### src/rtl/pipeline_hazard_ctrl.sv
// Hazard/sequencing controller for a 5-stage RISC-V pipeline: operand forwarding,
// load-use stalls, branch flushes and a data-memory wait FSM. Optional macro: PERF_CNT_EN.
module pipeline_hazard_ctrl #(
  parameter int MEM_TIMEOUT = 15,
  parameter int CNT_W       = 32
) (
  input  logic       clk,
  input  logic       reset,
  input  logic [4:0] Rs1D,
  input  logic [4:0] Rs2D,
  input  logic [4:0] Rs1E,
  input  logic [4:0] Rs2E,
  input  logic [4:0] RdE,
  input  logic [4:0] RdM,
  input  logic [4:0] RdW,
  input  logic       RegWriteM,
  input  logic       RegWriteW,
  input  logic       ResultSrcE0,
  input  logic       PCSrcE,
  input  logic       MemAccessM,
  input  logic       dmem_ack,
  output logic       dmem_req,
  output logic [1:0] ForwardAE,
  output logic [1:0] ForwardBE,
  output logic       StallF,
  output logic       StallD,
  output logic       StallE,
  output logic       StallM,
  output logic       FlushD,
  output logic       FlushE,
  output logic       FlushW,
  output logic       mem_err
`ifdef PERF_CNT_EN
  ,
  output logic [CNT_W-1:0] stall_cycles,
  output logic [CNT_W-1:0] flush_count,
  output logic [CNT_W-1:0] mem_wait_cycles
`endif
);

  localparam int TW = $clog2(MEM_TIMEOUT + 1);
  localparam logic [TW-1:0] CNT_LAST = TW'(MEM_TIMEOUT - 1);

  typedef enum logic {
    S_IDLE = 1'b0,
    S_WAIT = 1'b1
  } mem_state_t;

  mem_state_t    state_q, state_d;
  logic [TW-1:0] cnt_q, cnt_d;
  logic          mem_err_q, mem_err_d;

  logic          lw_stall;
  logic          mem_stall;
  logic          timeout_hit;

  // Forwarding: index 0 is the rs1 path, index 1 the rs2 path; M outranks W.
  logic [1:0][4:0] rs_e;
  logic [1:0][1:0] fwd_sel;

  assign rs_e = {Rs2E, Rs1E};

  genvar gi;
  generate
    for (gi = 0; gi < 2; gi++) begin : g_fwd
      assign fwd_sel[gi] =
          reset                                                   ? 2'b00 :
          (RegWriteM && (RdM == rs_e[gi]) && (rs_e[gi] != 5'd0))  ? 2'b10 :
          (RegWriteW && (RdW == rs_e[gi]) && (rs_e[gi] != 5'd0))  ? 2'b01 :
                                                                    2'b00;
    end
  endgenerate

  assign ForwardAE = fwd_sel[0];
  assign ForwardBE = fwd_sel[1];

  assign lw_stall = ~reset & ResultSrcE0 & (RdE != 5'd0) &
                    ((Rs1D == RdE) | (Rs2D == RdE));

  // An expired wait is treated like an ack so the pipeline is released.
  assign timeout_hit = (state_q == S_WAIT) & MemAccessM & ~dmem_ack & (cnt_q == CNT_LAST);
  assign mem_stall   = ~reset & MemAccessM & ~dmem_ack & ~timeout_hit;

  always_comb begin
    state_d   = state_q;
    cnt_d     = cnt_q;
    mem_err_d = mem_err_q;
    case (state_q)
      S_IDLE: begin
        if (MemAccessM && !dmem_ack) begin
          state_d = S_WAIT;
          cnt_d   = '0;
        end
      end
      S_WAIT: begin
        if (!MemAccessM || dmem_ack) begin
          state_d = S_IDLE;
        end else if (timeout_hit) begin
          state_d   = S_IDLE;
          mem_err_d = 1'b1;
        end else begin
          cnt_d = cnt_q + TW'(1);
        end
      end
      default: state_d = S_IDLE;
    endcase
  end

  always_ff @(posedge clk) begin
    if (reset) begin
      state_q   <= S_IDLE;
      cnt_q     <= '0;
      mem_err_q <= 1'b0;
    end else begin
      state_q   <= state_d;
      cnt_q     <= cnt_d;
      mem_err_q <= mem_err_d;
    end
  end

  // A frozen E stage must keep its contents, so flushes wait for the stall to clear.
  assign dmem_req = MemAccessM & ~reset;
  assign StallF   = lw_stall | mem_stall;
  assign StallD   = lw_stall | mem_stall;
  assign StallE   = mem_stall;
  assign StallM   = mem_stall;
  assign FlushW   = mem_stall;
  assign FlushD   = ~reset & PCSrcE & ~mem_stall;
  assign FlushE   = ~reset & (lw_stall | PCSrcE) & ~mem_stall;
  assign mem_err  = mem_err_q;

`ifdef PERF_CNT_EN
  logic [CNT_W-1:0] stall_cycles_q, stall_cycles_d;
  logic [CNT_W-1:0] flush_count_q, flush_count_d;
  logic [CNT_W-1:0] mem_wait_cycles_q, mem_wait_cycles_d;

  always_comb begin
    stall_cycles_d    = stall_cycles_q + (StallD ? CNT_W'(1) : '0);
    flush_count_d     = flush_count_q + (FlushE ? CNT_W'(1) : '0);
    mem_wait_cycles_d = mem_wait_cycles_q + (mem_stall ? CNT_W'(1) : '0);
  end

  always_ff @(posedge clk) begin
    if (reset) begin
      stall_cycles_q    <= '0;
      flush_count_q     <= '0;
      mem_wait_cycles_q <= '0;
    end else begin
      stall_cycles_q    <= stall_cycles_d;
      flush_count_q     <= flush_count_d;
      mem_wait_cycles_q <= mem_wait_cycles_d;
    end
  end

  assign stall_cycles    = stall_cycles_q;
  assign flush_count     = flush_count_q;
  assign mem_wait_cycles = mem_wait_cycles_q;
`else
  logic unused_cnt_w;
  assign unused_cnt_w = ^CNT_W;
`endif

endmodule

### config.mk
export PLATFORM = sky130hd
export DESIGN_NAME = pipeline_hazard_ctrl
export DESIGN_NICKNAME = d
export VERILOG_FILES = /design/src/rtl/pipeline_hazard_ctrl.sv
export SDC_FILE = /design/constraint.sdc
export NUM_CORES = 1
export LEC_CHECK = 0
export BUFFER_PORTS_ARGS = -buffer_cell sky130_fd_sc_hd__buf_2
export CAP_MARGIN = 5
export CORE_ASPECT_RATIO = 0.8
export CORE_MARGIN = 2
export CORE_UTILIZATION = 37
export DETAILED_ROUTE_END_ITERATION = 10
export PLACE_DENSITY = 0.76
export SETUP_SLACK_MARGIN = 0.3
export SLEW_MARGIN = 25
export SYNTH_ARGS = -nofsm -noshare
export SYNTH_HDL_FRONTEND = slang
export SYNTH_SLANG_ARGS = --single-unit
### constraint.sdc
create_clock -name clk -period 1.5 [get_ports clk]
set_input_delay 0.225 -clock clk [delete_from_list [all_inputs] [get_ports clk]]
set_output_delay 0.225 -clock clk [all_outputs]
set_load 0.01 [all_outputs]
# Word-level counts from Yosys, hierarchy flattened

Cells that the tools add are included.

Bitwise gates (word level): 22
Reduce and logical (&&, ||, !) cells: 17
Add/subtract/negate cells: 1
Equal/unequal tests: 10
Muxes and demuxes: 14

Operator list:

| operator                                                       | number |
|---|---|
| 5-bit == test                                                  | 6 |
| 5-bit nonzero test                                             | 3 |
| 1-bit bitwise AND                                              | 13 |
| 4-bit 2-to-1 mux                                               | 3 |
| 1-bit logical AND                                              | 9 |
| 2-bit 2-to-1 mux                                               | 4 |
| 4-bit one-hot mux with 2 select lines                          | 1 |
| 2-bit inequality test (second input constant)                  | 3 |
| 1-bit inverter                                                 | 6 |
| 3-bit AND reduction                                            | 2 |
| 1-bit 2-to-1 mux                                               | 5 |
| 4-bit by 1-bit adder with 4-bit output (second input constant) | 1 |
| 4-bit == test (second input constant)                          | 1 |
| 1-bit OR                                                       | 3 |
| 1-bit logical NOT                                              | 2 |
| 1-bit one-hot mux with 2 select lines                          | 1 |
| 1-bit logical OR                                               | 1 |

Word-level logic and storage cells: 67
Bits in registers: 6
Output and inout bits: 13

# Longest topological paths before layout

Word-level depth: 7
Gate-level depth with buffers: 6
Mapped depth without buffers: 6

# Worst setup path before layout

Ideal clock, no wire load.

Kind: reg-to-output
From: register cnt_q[0]
To: output port StallF
Stages on the path, launching flop included: 7
Data arrival time: 1388 ps
Slack: -113 ps
Cells stage by stage: dfxtp_1 inv_1 ha_1 nand4_1 nand2_1 o22ai_1 buf_4

Cells in the longest elaborated chain, start to end: 5

Ends and longest elaborated chain:

| what                   | RTL line | RTL |
|---|---|---|
| from (decl)            | 50       | `logic [TW-1:0] cnt_q, cnt_d;` |
| from (signal assigned) | 116      | `cnt_q <= cnt_d;` |
| 4-bit == test          | 81       | `assign timeout_hit = (state_q == S_WAIT) & MemAccessM & ~dmem_ack & (cnt_q == CNT_LAST);` |
| 1-bit bitwise AND      | 81       |  |
| 1-bit inverter         | 82       | `assign mem_stall = ~reset & MemAccessM & ~dmem_ack & ~timeout_hit;` |
| 1-bit bitwise AND      | 82       |  |
| 1-bit OR               | n/a      |  |
| to (decl)              | 25       | `output logic StallF,` |

No other way between the ends.

# Worst setup path in the final report

From: register cnt_q[0]
To: output port FlushE

Cells in the longest elaborated chain, start to end: 6

Ends and longest elaborated chain:

| what              | RTL line | RTL |
|---|---|---|
| 4-bit == test     | 81       |  |
| 1-bit bitwise AND | 81       |  |
| 1-bit inverter    | 82       |  |
| 1-bit bitwise AND | 82       |  |
| 1-bit inverter    | 129      | `assign FlushE = ~reset & (lw_stall \| PCSrcE) & ~mem_stall;` |
| 1-bit bitwise AND | 129      |  |
| to (decl)         | 30       | `output logic FlushE,` |

No other way between the ends.

==> flow_summary.yaml <==
outcome:
  status: "finished, violations left"
  violations: "setup timing"
floorplan:
  die-area_um2: 2530
  io_pins: 56
  die_x_um: 55.8
  start_util_pct: 40.8
  fp.dieH_um: 45.4
  core_um2: 1940
  rows: 14
yosys:
  synth_largest_area_cell: "xnor2_1"
  yosysWarnings: 0
  synth_async_sr_flop_share_pct: 0
  yosysUniqueCellTypes: 27
  ys.flop_type: "dfxtp_1"
  synth.area.top_cells: "xnor2_1 (18%), xor2_1 (15%), dfxtp_1 (15%)"
  synth_xor_area_share_pct: 33.1
  yosysSeqAreaShare_pct: 15.1
  synthSimpleGateAreaFrac_pct: 34.9
  synthMuxAreaShare_pct: 0
  synthAdderAreaFrac_pct: 3.15
  synth_edf_count: 0
  synth_top_area_share_pct: 17.7
  synth_top_family_by_area: "simple AND/OR/NAND/NOR gates"
  synth_seq_cells: 6
  syn_inst: 99
  syn_area_um2: 793
  synth.avg_cell_area_um2: 8.01
  netlist_top_cells_count: "xnor2_1 (16), xor2_1 (14), nand2_1 (8)"
  synth_compound_area_share_pct: 8.83
  yosysMostFrequentCell: "xnor2_1"
  syn_nets: 144
route:
  postRouteAntennaNets: 0
  wirelength_mm: 2.95
  drt_iter0_drc: 24
  remaining_drc_errors: 0
  vias: 1059
  drtPass1Iterations: 4
  wire_per_inst_um: 14.7
  vias_per_cell: 5.27
grt:
  grt_overflow: 0
  met3_usage_pct: 4.83
  antenna_found_initial: 0
  grtUsageMet2_pct: 46.7
  grt_pass1_vias: 1040
  grt_pass1_wl_mm: 4.47
  grt.busiest_layer: "met2"
  grtUsageTotal_pct: 23.2
  grt_use_met1_pct: 24.6
  grt_max_degree: 9
cells_and_area:
  fin_cells: 201
  num_antenna_cells: 0
  drive_gt1_share_pct: 63.3
  syn_to_final_growth_pct: 84.2
  nets: 224
worst_setup_path:
  cp.arrival_ns: 1.53
  critical_path.endpoint: "FlushE"
  crit_required_ns: 1.27
  cp-end-kind: "primary output"
  r2r_slack_ns: 0.18
  reg2reg_from: "cnt_q[0]"
  crit_path_start: "cnt_q[0]"
  reg2reg_depth: 8
  criticalPathCategory: "reg -> out"
  worstSetupStartpointType: "flip-flop"
  regToRegEndpoint: "cnt_q[2]"
  cp_max_fo: 4
placement:
  hpwl_mm: 2.14
  port_buffers: 55
  dpl_worst_slack_ns: -0.149
  dp.cells: 189
  gp_congestion: 0.912
cts:
  cts_tree: "done"
  cts.sink_count: 6
  clock-root-buffer: "clkbuf_4"
  cts.path.max_buffers: 2
  hold_buffers: 0
  worstSkewPairLatency_ns: 0.26
  cts_buffers: 3
  h-tree-depth: 1
  path_clk_slew_ns: 0.05
sta:
  worst_slack_ns: -0.253
  worst_pin_slew_ns: 0.400
  fin_crit_sh_pct: 117
  rsz0062_at_grt: "true"
  finalHoldViolations: 0
  clock.fmax_mhz: 571
  finalCriticalPeriod_ns: 1.75
  fin_skew_ns: 0.00891
  setup_violations: 11
  hold_ws_ns: 0.255
  fin_setup_tns_ns: -1.72
  timing.slew.headroom_pct: 73.3
  maxSlewViolCount: 0
flow_run:
  max_cap_violations: 0
power_and_ir_drop:
  seq_power_share_pct: 26.0
  power_uw: 625
  pwr-share-clk_pct: 25.9
  leakage_nw: 0.664
  p_per_area_nw_per_um2: 428
  intPower_uw: 414
  ir_worst_vdd_mv: 0.430
  combinationalPowerShare_pct: 48.1
  netSwitchingPower_uw: 211
  p_sw_share_pct: 33.8
hold_path:
  min_path_type: "in -> reg"
## how the worst min path moves through the flow
stage | start | to | slack (ns) | depth (start not counted)
6_report | reset | cnt_q[0] | 0.25 | 2
2_1_floorplan | cnt_q[0] | cnt_q[0] | 0.47 | 2
3_3_place_gp | mem_err | mem_err | 0.45 | 2
4_1_cts | reset | cnt_q[0] | 0.25 | 2
3_5_place_dp | mem_err | mem_err | 0.46 | 2
5_1_grt | reset | cnt_q[0] | 0.28 | 2
## through the flow
stage	instance area, µm²	util [%]
floorplan	847	-
global placement	1240	63.8
detailed placement	1240	63.8
CTS	1370	70.5
global route	1460	75.2
finish	1460	75.2
## what timing repair did
action                                  CTS  global route
endpoints found under the setup margin   12            15
pin swaps                                 6             7
gates resized for setup                  14            11
buffers inserted                          4             5
## sequential cells by signal, summed over array words and instances, names as in the netlist
signal / flops
cnt_q: 4
mem_err: 1
state_q: 1
## critical path, stage by stage (launching register included)
cell	delay, ns
dfxtp_2	0.34
inv_2	0.05
ha_4	0.15
nand4_1	0.13
nand2_2	0.09
and3b_2	0.21
o21bai_4	0.16
buf_6	0.13
## cell families (layout without fill, tap and decap cells)
family	Yosys count	count (layout)
AND/OR/NAND/NOR	43	43
XOR/XNOR	30	30
AO/OA/AOI/OAI	11	11
buffers and inverters	7	85
flip-flops	6	6
adder cells (fa/ha/maj)	2	2
## power groups by stage
stage	Sequential, mW	Combinational, mW	Clock (mW)
final	0.163	0.301	0.162
after detailed placement	0.166	0.256	0
after floorplan	0.166	0.124	0
after CTS	0.162	0.278	0.158
after global placement	0.165	0.247	0
after global routing	0.163	0.323	0.168
## per-layer routing
| metal | vias up | share of wire, % |
|---|---|---|
| met4 | 0 | 3.1 |
| li1 | 501 | - |
| met5 | - | 0 |
| met1 | 493 | 36 |
| met3 | 10 | 7.8 |
| met2 | 55 | 53 |
## cell usage in the layout (no fill, tap or decap), types with 4 or more instances in the layout
cell,netlist,final
nor2_1,6,5
buf_4,3,21
xor2_1,14,14
nand2_1,8,6
nor2b_1,6,4
buf_6,0,13
buf_2,1,46
nor4_2,4,4
xnor2_1,16,11
dfxtp_1,6,4
nand4_1,6,6
xnor2_2,0,5
## layout make-up
type / instances / area, µm²
Fill cell: 135 / 483
Timing Repair Buffer: 80 / 534
Clock buffer: 3 / 22.5
Sequential cell: 6 / 123
Multi-Input combinational cell: 86 / 744
Inverter: 2 / 7.51
Tap cell: 24 / 30.0
Power figures use the tool's default switching activity.
